## src/rtl/aux_irq_pkg.sv

```systemverilog
// Shared constants for the auxiliary-input interrupt detect stage.
// The optional debounce filter is compiled in with AUX_DEBOUNCE_EN.
package aux_irq_pkg;

  localparam logic MODE_LEVEL    = 1'b0;
  localparam logic MODE_EDGE     = 1'b1;
  localparam logic POL_LOW_FALL  = 1'b0;
  localparam logic POL_HIGH_RISE = 1'b1;

  localparam int DEFAULT_W         = 32;
  localparam int DEFAULT_DB_CYCLES = 4;

endpackage

```

## src/rtl/aux_debounce_bit.sv

```systemverilog
// Single-bit stability filter: the output follows the input only after the
// input has differed from it for DB_CYCLES consecutive samples.
module aux_debounce_bit
  import aux_irq_pkg::*;
#(
  parameter int DB_CYCLES = DEFAULT_DB_CYCLES
) (
  input  logic i_clk,
  input  logic i_rst_n,
  input  logic i_d,
  output logic o_f
);

  localparam int CW = $clog2(DB_CYCLES + 1);
  localparam logic [CW-1:0] LAST = CW'(DB_CYCLES - 1);

  logic [CW-1:0] r_cnt;
  logic          r_f;

  always_ff @(posedge i_clk or negedge i_rst_n) begin
    if (!i_rst_n) begin
      r_cnt <= '0;
      r_f   <= 1'b0;
    end else if (i_d == r_f) begin
      r_cnt <= '0;
    end else if (r_cnt == LAST) begin
      r_f   <= i_d;
      r_cnt <= '0;
    end else begin
      r_cnt <= r_cnt + 1'b1;
    end
  end

  assign o_f = r_f;

endmodule

```

## src/rtl/aux_edge_irq.sv

```systemverilog
// Per-bit edge/level event detection into a sticky W1C status register with a
// single maskable interrupt. Define AUX_DEBOUNCE_EN to filter inputs first.
module aux_edge_irq
  import aux_irq_pkg::*;
#(
  parameter int W         = DEFAULT_W,
  parameter int DB_CYCLES = DEFAULT_DB_CYCLES
) (
  input  logic         sys_clk,
  input  logic         sys_rst,
  input  logic [W-1:0] aux_i,
  input  logic [W-1:0] int_type,
  input  logic [W-1:0] int_pol,
  input  logic [W-1:0] int_both,
  input  logic [W-1:0] int_en,
  input  logic         clr_we,
  input  logic [W-1:0] clr_mask,
  output logic [W-1:0] status,
  output logic         irq
);

  logic [W-1:0] w_s;
  logic [W-1:0] w_ev;
  logic [W-1:0] w_clr;
  logic [W-1:0] w_status_next;

  logic [W-1:0] r_prev;
  logic [W-1:0] r_status;
  logic         r_armed;
  logic         r_irq;

  if (DB_CYCLES < 2 || DB_CYCLES > 255) begin : g_bad_db
    $error("aux_edge_irq: DB_CYCLES out of range 2..255");
  end

`ifdef AUX_DEBOUNCE_EN
  for (genvar gi = 0; gi < W; gi++) begin : g_db
    aux_debounce_bit #(
      .DB_CYCLES(DB_CYCLES)
    ) u_db (
      .i_clk  (sys_clk),
      .i_rst_n(sys_rst),
      .i_d    (aux_i[gi]),
      .o_f    (w_s[gi])
    );
  end
`else
  assign w_s = aux_i;
`endif

  for (genvar gi = 0; gi < W; gi++) begin : g_ev
    logic w_rise;
    logic w_fall;
    logic w_edge_ev;
    logic w_level_ev;

    assign w_rise     = w_s[gi] & ~r_prev[gi];
    assign w_fall     = ~w_s[gi] & r_prev[gi];
    assign w_edge_ev  = int_both[gi] ? (w_rise | w_fall)
                      : ((int_pol[gi] == POL_HIGH_RISE) ? w_rise : w_fall);
    assign w_level_ev = (int_pol[gi] == POL_HIGH_RISE) ? w_s[gi] : ~w_s[gi];
    assign w_ev[gi]   = (int_type[gi] == MODE_EDGE) ? w_edge_ev : w_level_ev;
  end

  // Set wins over clear; nothing is detected on the arming cycle.
  assign w_clr         = {W{clr_we}} & clr_mask;
  assign w_status_next = (r_status & ~w_clr) | (r_armed ? w_ev : '0);

  always_ff @(posedge sys_clk or negedge sys_rst) begin
    if (!sys_rst) begin
      r_armed  <= 1'b0;
      r_prev   <= '0;
      r_status <= '0;
      r_irq    <= 1'b0;
    end else begin
      r_armed  <= 1'b1;
      r_prev   <= w_s;
      r_status <= w_status_next;
      r_irq    <= |(r_status & int_en);
    end
  end

  assign status = r_status;
  assign irq    = r_irq;

endmodule

```

## config.mk

```make
export PLATFORM = sky130hd
export DESIGN_NAME = aux_edge_irq
export DESIGN_NICKNAME = d
export VERILOG_FILES = /design/src/rtl/aux_irq_pkg.sv /design/src/rtl/aux_debounce_bit.sv /design/src/rtl/aux_edge_irq.sv
export SDC_FILE = /design/constraint.sdc
export NUM_CORES = 1
export LEC_CHECK = 0
export BUFFER_PORTS_ARGS = -buffer_cell sky130_fd_sc_hd__buf_2
export CORE_MARGIN = 2
export CORE_UTILIZATION = 50
export CTS_BUF_LIST = sky130_fd_sc_hd__clkbuf_2
export DETAILED_ROUTE_END_ITERATION = 12
export GPL_ROUTABILITY_DRIVEN = 0
export PLACE_DENSITY = 0.87
export SLEW_MARGIN = 20
export SYNTH_ARGS = -nofsm -noshare
export SYNTH_HDL_FRONTEND = slang
export SYNTH_HIERARCHICAL = 1
export SYNTH_SLANG_ARGS = --single-unit
```

## constraint.sdc

```tcl
create_clock -name sys_clk -period 3.38 [get_ports sys_clk]
set_input_delay 0.845 -clock sys_clk [delete_from_list [all_inputs] [get_ports sys_clk]]
set_output_delay 0.845 -clock sys_clk [all_outputs]
set_load 0.02 [all_outputs]
```

==> results.md, run 1 <==
* Outcome: finished, final reports clean
* Switching share of total power at between 30% and 40%
* Most common cell after layout, fill and taps aside: buf_2
* Worst-path maximum fanout at 3
* Top-Level Pins at about 230
* Max Root-Sink Buffers at 2
* Clock share of power at 21.9%
* Final WS setup at 1.37 ns
* DIE AREA at between 9000 and 10,000 sq um
* Initial antenna violation count at 0
* DR vias/cell at 5.35
* Sequential-to-total area share from yosys stat at 36.1%
* First-pass GRT wire length at slightly above 20 mm
* Logic gate share of total power at 30.2%
* Synthesis-stage register bit count at 66
* Max stage delay on crit path at 0.50 ns
* RR Startpoint: status[24]
* Post-CTS Hold Buffers at 0
* Site row count at 34
* Final Skew at just over 0.03 ns
* WP data required at 2.53 ns
* Number of global-route vias before repair at roughly 4,600
* Initial core utilization at 52.0%
* # setup viols final at 0
* Buf/Inv on CP at 1
* Routed wire length at 12.6 mm
* Overflow after GRT at 0
* Mapped Cells at 482
* CP arrival at 1.16 ns
* Internal power at 1320 uW
* Final Power at 2030 uW
* # diodes at 0
* Core area at 8810 sq um
* Total nets after synthesis at 741
* DR iter-0 viols at 164
* Slew margin rel. at 48.1%
* Static Leak at 0.00326 uW
* RSZ-0062 raised after global routing: no
* Residual DRC at 0
* First-pass DRT Iterations at 4
* Largest net degree at the start of global routing at 65
* Period minus WS final at 2.01 ns
* CP Class: reg -> out
* WL per Instance at 15.3 um
* Die H at 99.7 um
* Synth Cell Area at 4580 sq um
* Most frequent cells in the layout: 227 x buf_2, 96 x nand2_1, 65 x dfrtp_1
* Setup TNS at 0 ns
* CTS resizes at 0
* Hold slack at 0.419 ns
* Final hold vios at 0
* Post-Place Setup Slack at between 1 and 1.5 ns
* Final Max Slew Viols at 0
* Vias at 4,401
* FFs w/ async S/R, synth at 100%
* F_max at 498 MHz
* Worst Setup End Kind: output port
* Clock sink total at 66
* Crit share post-route at a little under 60%
* Synth warn at 6
* H-Tree Depth at 3
* Worst path top cell family by delay: flip-flops
* CTS tree: built
* Switch Pwr at 706 uW
* Crit path cell chain: buf_2
* I/O Buffers at 227
* Worst-Skew Late Latency at 0.48 ns
* Synthesis-to-layout area growth at 29.6%
* Critical path's slowest cell: dfrtp_1
* Yosys cell types at 17
* HPWL Detailed at 10.3 mm
* Number of synthesized flops with an enable pin at 0
* Die width at 99.7 um
* GRT Total Usage at between 20% and 30%
* Crit. Startpoint: status[27]
* Post-CTS Setup Bufs at 0
* CTS Buf Count at 9
* Share of layout cells above drive strength 1 at 38.7%
* Worst setup SP type: flop
* Reg clk slew, reported paths at 0.19 ns
* VDD IR-drop max at 195 uV
* Synth Flop Type: dfrtp_1
* Mean post-synth cell area at 9.50 sq um
* Final-stage net count at 970
* Maxcap violations at 0
* Antenna viol nets, final at 0
* CTS Root Cell: clkbuf_2
* Hold Path Class: in -> async
* Power Density at roughly 340 nW/um^2
* Sequential power share at 47.9%
* Slew @ Worst Pin at between 0.7 and 0.8 ns
==> worst register-to-register path, stage by stage, from the launching register on <==
cell	delay, ns
dfrtp_1	0.45
a22oi_1	0.30
nand4_1	0.14
or4_1	0.50
==> cells in the mapped netlist, drive strengths merged, types with 4 or more instances <==
cell	number	area share, %
nand4	4	0.55
nand3	32	3.5
xnor2	32	6.1
mux2	32	7.9
inv	64	5.2
nand2	96	7.9
o2111ai	32	6.1
ha	64	17
a22oi	16	2.8
buf	5	0.44
clkbuf	5	0.41
nand3b	32	5.2
dfrtp	66	36
==> cell type report <==
type	instances	area [sq um]
clock buffers	11	55.1
clock inverters	4	43.8
fillers	714	2870
inverters	64	240
multi-input cells	342	2650
flip-flops and latches	66	1660
well taps	108	135
repair buffers	228	1160
==> logic make-up after synthesis <==
family,after synthesis,share of synthesized area [%]
other,1,0.0819
AO/OA/AOI/OAI,48,8.96
adder cells (fa/ha/maj),64,17.5
flip-flops,66,36.1
buffers and inverters,74,6.09
multiplexers,32,7.87
XOR/XNOR,32,6.12
AND/OR/NAND/NOR,165,17.3
==> registers in the layout, indices dropped and copies added, names as in the netlist <==
register	flops
irq	1
status	32
r_armed	1
r_prev	32
==> path summary, 6_finish.rpt <==
kind / endpoint / slack [ns] / cells past startpoint
worst max-delay path: status[27] / 1.37 / 1
worst min-delay path: status[17] / 0.42 / 1
worst max register to register: irq / 1.87 / 3
worst min register to register: status[18] / 0.53 / 2
max in group asynchronous: r_prev[30] / 2.30 / 2
min in group sys_clk: r_prev[10] / 0.51 / 1
==> power by group through the flow <==
stage	Clock [uW]	Sequential (uW)	Combinational, uW
6_report	444	972	613
2_1_floorplan	0	1030	242
3_3_place_gp	0	981	585
5_1_grt	494	985	683
4_1_cts	463	971	620
3_5_place_dp	0	985	617
==> per-stage QoR <==
step / area (sq um) / util [%] / std cells
6_report: 5930 / 67.4 / 823
5_1_grt: 5930 / 67.4 / 823
4_1_cts: 5930 / 67.4 / 823
3_5_place_dp: 5830 / 66.2 / 808
3_3_place_gp: 5830 / 66.2 / 808
2_1_floorplan: 4580 / - / 482
==> metal layers <==
| layer | vias to the layer above | global-route usage [%] | wire, um |
|---|---|---|---|
| met2 | 184 | 46.3 | 6490 |
| met3 | 37 | 4.01 | 812 |
| met1 | 2072 | 29.6 | 4920 |
| met5 | - | 0 | 0 |
| li1 | 2108 | - | - |
| met4 | 0 | 12.5 | 397 |
(Power assumes the default switching activity.)
==> inputs of run 2 (changes only) <==
--- a/config.mk
+++ b/config.mk
@@ -7,11 +7,11 @@
 export LEC_CHECK = 0
 export BUFFER_PORTS_ARGS = -buffer_cell sky130_fd_sc_hd__buf_2
 export CORE_MARGIN = 2
-export CORE_UTILIZATION = 50
+export CORE_UTILIZATION = 43
 export CTS_BUF_LIST = sky130_fd_sc_hd__clkbuf_2
 export DETAILED_ROUTE_END_ITERATION = 12
 export GPL_ROUTABILITY_DRIVEN = 0
-export PLACE_DENSITY = 0.87
+export PLACE_DENSITY = 0.8
 export SLEW_MARGIN = 20
 export SYNTH_ARGS = -nofsm -noshare
 export SYNTH_HDL_FRONTEND = slang
==> constraint.sdc (replaced) <==
create_clock -name sys_clk -period 1.8 [get_ports sys_clk]
set_input_delay 0.45 -clock sys_clk [delete_from_list [all_inputs] [get_ports sys_clk]]
set_output_delay 0.45 -clock sys_clk [all_outputs]
set_load 0.02 [all_outputs]
==> results.md, run 2 (same netlist as run 1, synthesis figures left out) <==
* H-Tree Depth at 3 (unchanged)
* Final Max Slew Viols at 0 (unchanged)
* Critical Path Stages at 1 (unchanged)
* Top-Level Pins at 228 (unchanged)
* Final Skew at 0.0272 ns (was 0.0310 ns)
* Static Leak at 0.00328 uW (was 0.00326 uW)
* Worst setup SP type: flop (unchanged)
* Most common cell after layout, fill and taps aside: buf_2 (unchanged)
* WP data required at 1.35 ns (was 2.53 ns)
* Internal power at 2490 uW (was 1320 uW)
* Clock share of power at 21.8% (was 21.9%)
* Period minus WS final at around 1.6 ns
* Antenna viol nets, final at 0 (unchanged)
* Max Root-Sink Buffers at 2 (unchanged)
* RR Endpoint: irq (unchanged)
* Share of layout cells above drive strength 1 at 38.7% (about the same)
* # diodes at 0 (unchanged)
* Final hold vios at 0 (unchanged)
* Most frequent cells in the layout: 226 x buf_2, 96 x nand2_1, 65 x dfrtp_1 (was 227 x buf_2, 96 x nand2_1, 65 x dfrtp_1)
* Final-stage net count at 974 (was 970)
* CTS Buf Count at 9 (unchanged)
* Overflow after GRT at 0 (unchanged)
* # setup viols final at 0 (unchanged)
* CTS tree: built (unchanged)
* Setup TNS at 0 ns (unchanged)
* WL met2 at 6.83 mm (was 6.49 mm)
* Max stage delay on crit path at 0.49 ns (was 0.50 ns)
* I/O Buffers at 227 (unchanged)
* Slew margin rel. at 63.1% (was 48.1%)
* Worst-path maximum fanout at 3 (unchanged)
* Post-Place Setup Slack at 0.177 ns (was 1.33 ns)
* Reg clk slew, reported paths at 0.20 ns (was 0.19 ns)
* DIE AREA at 11,500 sq um (was 9940 sq um)
* Maxcap violations at 0 (unchanged)
* Residual DRC at 0 (unchanged)
* Post-CTS Setup Bufs at 0 (unchanged)
* Buf/Inv on CP at 1 (unchanged)
* Worst path top cell family by delay: flip-flops (unchanged)
* Crit share post-route at 88.5%
* Initial antenna violation count at 0 (unchanged)
* Layout Cells excl Fill at 854 (was 823)
* Outcome: finished, final reports clean (unchanged)
* Sequential power share at 47.1% (was 47.9%)
* Logic gate share of total power at 31.1% (was 30.2%)
* Initial core utilization at 44.4% (was 52.0%)
* Crit. Startpoint: status[16] (was status[27])
* Switching share of total power at 35.2% (was 34.8%)
* Clock sink total at 66 (unchanged)
* RSZ-0062 raised after global routing: no (unchanged)
* RR Startpoint: status[1] (was status[24])
* CTS Root Cell: clkbuf_2 (unchanged)
* Site row count at 37 (was 34)
* Worst Setup End Kind: output port (unchanged)
* Placed Cells at 839 (was 808)
* CP arrival at 1.14 ns (was 1.16 ns)
* Worst-Skew Late Latency at 0.46 ns (was 0.48 ns)
* First-pass GRT wire length at 20.4 mm (was 20.3 mm)
* Power Density at 636 nW/um^2 (was 342 nW/um^2)
* Die H at 107 um (was 99.7 um)
* VDD IR-drop max at 406 uV (was 195 uV)
* Critical path's slowest cell: dfrtp_1 (unchanged)
* CP Class: reg -> out (unchanged)
* WL per Instance at 15.5 um (was 15.3 um)
* Slew @ Worst Pin at 0.553 ns (was 0.778 ns)
* Top sig layer: met4 (unchanged)
* End of the critical path: status[16] (was status[27])
* Core area at 10,300 sq um (was 8810 sq um)
* Hold slack at 0.130 ns (was 0.419 ns)
* Hold Path Class: in -> reg (was in -> async)
* Routed wire length at 13.2 mm (was 12.6 mm)
* DR vias/cell at 5.13 (was 5.35)
* Number of fill cells at 890 (was 714)
* F_max at 627 MHz
* Largest net degree at the start of global routing at 65 (unchanged)
* HPWL Detailed at 10.7 mm (was 10.3 mm)
* Reg-to-reg slack, setup at 0.31 ns (was 1.87 ns)
* Final WS setup at 0.206 ns (was 1.37 ns)
* Number of global-route vias before repair at 4,422 (was 4,643)
* Met3 WL at 766 um (was 812 um)
* First-pass DRT Iterations at 5 (was 4)
* GRT Total Usage at 22.6% (was 25.7%)
* DR iter-0 viols at 275 (was 164)
* Die width at 107 um (was 99.7 um)
* Wire length on met1 at 5.39 mm (was 4.92 mm)
* Synthesis-to-layout area growth at 31.5% (was 29.6%)
* R2R depth at 3 (unchanged)
* Crit path cell chain: buf_2 (unchanged)
* Switch Pwr at 1350 uW (was 706 uW)
* Vias at 4,384 (was 4,401)
[run 2: cell type report]
| class | instances | area (sq um) | share of cell area [%] |
|---|---|---|---|
| well taps | 136 | 170 | 2.83 |
| repair buffers | 232 | 1220 | 20.2 |
| clock buffers | 10 | 50.0 | 0.831 |
| flip-flops and latches | 66 | 1650 | 27.4 |
| inverters | 64 | 240 | 3.99 |
| multi-input cells | 342 | 2650 | 44.0 |
| clock inverters | 4 | 45.0 | 0.748 |
[run 2: repair_timing]
item	in CTS	in global routing
endpoints found under the hold margin	37	0
hold buffers	1	0
gates resized for setup	0	0
[run 2: how the worst min path moves through the flow]
stage / startpoint / endpoint / slack (ns) / depth (start not counted)
floorplan: sys_rst / irq / 0.15 / 0
global placement: sys_rst / r_prev[28] / 0.47 / 1
detailed placement: sys_rst / r_prev[26] / 0.48 / 1
CTS: aux_i[20] / r_prev[20] / 0.07 / 1
global route: aux_i[20] / r_prev[20] / 0.02 / 1
finish: aux_i[6] / r_prev[6] / 0.13 / 1
[run 2: stage by stage]
step / area (sq um) / total power [uW] / util, %
2_1_floorplan: 4580 / 2390 / -
3_3_place_gp: 5920 / 2960 / 57.3
3_5_place_dp: 5920 / 3030 / 57.3
4_1_cts: 6020 / 3890 / 58.3
5_1_grt: 6020 / 4090 / 58.3
6_report: 6020 / 3830 / 58.3
[run 2: routing by layer]
layer	GRT usage (%)	up-vias
met5	0	-
met4	7.51	0
li1	-	2116
met1	26.7	2086
met2	41.2	164
met3	3.89	18
[run 2: power groups by stage]
| stage | clock [uW] | sequential (uW) | combinational [uW] |
|---|---|---|---|
| 6_report | 838 | 1810 | 1190 |
| 5_1_grt | 944 | 1830 | 1320 |
| 4_1_cts | 875 | 1810 | 1200 |
| 3_5_place_dp | 0 | 1830 | 1200 |
| 3_3_place_gp | 0 | 1830 | 1140 |
| 2_1_floorplan | 0 | 1940 | 455 |
==> inputs of run 3 (changes only) <==
--- a/config.mk
+++ b/config.mk
@@ -6,12 +6,13 @@
 export NUM_CORES = 1
 export LEC_CHECK = 0
 export BUFFER_PORTS_ARGS = -buffer_cell sky130_fd_sc_hd__buf_2
+export CAP_MARGIN = 20
 export CORE_MARGIN = 2
-export CORE_UTILIZATION = 43
+export CORE_UTILIZATION = 38
 export CTS_BUF_LIST = sky130_fd_sc_hd__clkbuf_2
 export DETAILED_ROUTE_END_ITERATION = 12
 export GPL_ROUTABILITY_DRIVEN = 0
-export PLACE_DENSITY = 0.8
+export PLACE_DENSITY = 0.72
 export SLEW_MARGIN = 20
 export SYNTH_ARGS = -nofsm -noshare
 export SYNTH_HDL_FRONTEND = slang
==> results.md, run 3 (same netlist as run 1, synthesis figures left out) <==
* Worst-Skew Late Latency at 0.51 ns (was 0.46 ns)
* Top-Level Pins at 228 (unchanged)
* WL per Instance at 14.9 um (was 15.5 um)
* Logic gate share of total power at 32.4% (was 31.1%)
* Most common cell after layout, fill and taps aside: buf_2 (unchanged)
* Routed wire length at 13.1 mm (was 13.2 mm)
* RSZ-0062 raised after global routing: no (unchanged)
* Switch Pwr at 1350 uW (about the same)
* CTS Buf Count at 9 (unchanged)
* Max Root-Sink Buffers at 2 (unchanged)
* Reg clk slew, reported paths at 0.19 ns (was 0.20 ns)
* Worst Setup End Kind: flop (was output port)
* DR iter-0 viols at 145 (was 275)
* Initial core utilization at 38.6% (was 44.4%)
* GRT Total Usage at 20.4% (was 22.6%)
* HPWL Detailed at 10.7 mm (about the same)
* # diodes at 0 (unchanged)
* Worst-path maximum fanout at 3 (unchanged)
* DR vias/cell at 5.00 (was 5.13)
* Final Skew at 0.0216 ns (was 0.0272 ns)
* Max stage delay on crit path at 0.52 ns (was 0.49 ns)
* Core area at 11,900 sq um (was 10,300 sq um)
* Number of fill cells at 1,101 (was 890)
* Post-CTS Setup Bufs at 0 (unchanged)
* Number of global-route vias before repair at 4,500 (was 4,422)
* Power Density at 606 nW/um^2 (was 636 nW/um^2)
* Worst setup SP type: flop (unchanged)
* Critical path's slowest cell: or4_1 (was dfrtp_1)
* VDD IR-drop max at 347 uV (was 406 uV)
* Final hold vios at 0 (unchanged)
* Vias at 4,379 (was 4,384)
* Internal power at 2340 uW (was 2490 uW)
* DIE AREA at 12,900 sq um (was 11,500 sq um)
* Switching share of total power at 36.6% (was 35.2%)
* Crit share post-route at 93.2% (was 88.5%)
* Final-stage net count at 984 (was 974)
* Most frequent cells in the layout: 226 x buf_2, 96 x nand2_1, 65 x dfrtp_1 (unchanged)
* CP Class: reg -> reg (was reg -> out)
* CTS Root Cell: clkbuf_2 (unchanged)
* Die width at 114 um (was 107 um)
* CTS tree: built (unchanged)
* H-Tree Depth at 3 (unchanged)
* Share of layout cells above drive strength 1 at 38.1% (was 38.7%)
* Clock share of power at 18.8% (was 21.8%)
* Placed Cells at 851 (was 839)
* Site row count at 40 (was 37)
* Sequential power share at 48.8% (was 47.1%)
* WP data required at 2.20 ns (was 1.35 ns)
* Crit path cell chain: a22oi_1, nand4_1, or4_1 (was buf_2)
* Residual DRC at 0 (unchanged)
* # setup viols final at 0 (unchanged)
* Maxcap violations at 0 (unchanged)
* Clock sink total at 66 (unchanged)
* I/O Buffers at 227 (unchanged)
* Static Leak at 0.00331 uW (was 0.00328 uW)
* Period minus WS final at 1.68 ns (was 1.59 ns)
* Cell Area, Placed at 5930 sq um (was 5920 sq um)
* Antenna viol nets, final at 0 (unchanged)
* Outcome: finished, final reports clean (unchanged)
* Die H at 114 um (was 107 um)
* Layout Cells excl Fill at 876 (was 854)
* Final Power at 3700 uW (was 3830 uW)
* Hold slack at 0.0826 ns (was 0.130 ns)
* CP arrival at 2.08 ns (was 1.14 ns)
* Overflow after GRT at 0 (unchanged)
* Final Max Slew Viols at 0 (unchanged)
* Initial antenna violation count at 0 (unchanged)
* First-pass DRT Iterations at 4 (was 5)
* Synthesis-to-layout area growth at 33.1% (was 31.5%)
* Hold Path Class: in -> reg (unchanged)
* F_max at 596 MHz (was 627 MHz)
* Largest net degree at the start of global routing at 35 (was 65)
* Cell area after layout at 6100 sq um (was 6020 sq um)
* First-pass GRT wire length at 20.7 mm (was 20.4 mm)
* Setup TNS at 0 ns (unchanged)
==> run 3: changes by cell type in the layout (fill, tap and decap cells not counted), sizes merged <==
cell / before / now
buf: 231 / 232
bufinv: 1 / 0
clkbuf: 10 / 9
clkinv: 2 / 6
clkinvlp: 1 / 0
dlygate4sd3: 1 / 10
==> run 3: what timing repair did <==
action | CTS | global route
gates resized for setup | 0 | 0
hold buffers | 1 | 9
endpoints found under the hold margin | 18 | 9
==> run 3: stage by stage <==
step           setup slack (ns)  utilization (%)
2_1_floorplan             0.443                -
3_3_place_gp            -0.0117             50.0
3_5_place_dp            0.00634             50.0
4_1_cts                  0.0883             50.6
5_1_grt                  0.0138             51.4
6_report                  0.123             51.4
==> run 3: power groups by stage <==
stage	clock [uW]	sequential, uW	combinational, uW
2_1_floorplan	0	1940	455
3_3_place_gp	0	1830	1140
3_5_place_dp	0	1840	1200
4_1_cts	735	1810	1200
5_1_grt	796	1830	1340
6_report	695	1800	1200
==> run 3: area by class of cell <==
cell class,count,area (sq um),area share [%]
flip-flops and latches,66,1650,27.1
multi-input cells,342,2650,43.4
clock inverters,6,25.0,0.410
inverters,64,240,3.94
clock buffers,9,45.0,0.739
repair buffers,242,1300,21.3
well taps,147,184,3.02
==> run 3: critical path, delay by kind of cell, from the launching register on <==
family	cells	cell delay, ns
AND/OR/NAND/NOR	2	0.71
flip-flops	1	0.45
AO/OA/AOI/OAI	1	0.43
==> run 3: path summary, 6_finish.rpt <==
path	slack (ns)	depth (start not counted)	start	end
max in group asynchronous	0.94	3	sys_rst	r_prev[12]
hold / removal	0.08	1	aux_i[20]	r_prev[20]
setup / recovery	0.12	3	status[14]	irq
min in group asynchronous	0.32	2	sys_rst	r_prev[28]
hold reg to reg	0.54	2	status[29]	status[29]
setup reg to reg	0.12	3	status[14]	irq
==> run 3: per-layer routing <==
metal  vias to the layer above  wire length, um  GRT usage, %  share of wire (%)
li1                       2135                -             -                  -
met1                      2083             5190          22.3                 40
met2                       143             6840          38.6                 52
met3                        18              823          5.69                6.3
met5                         -                0             0                  0
met4                         0              218          5.85                1.7
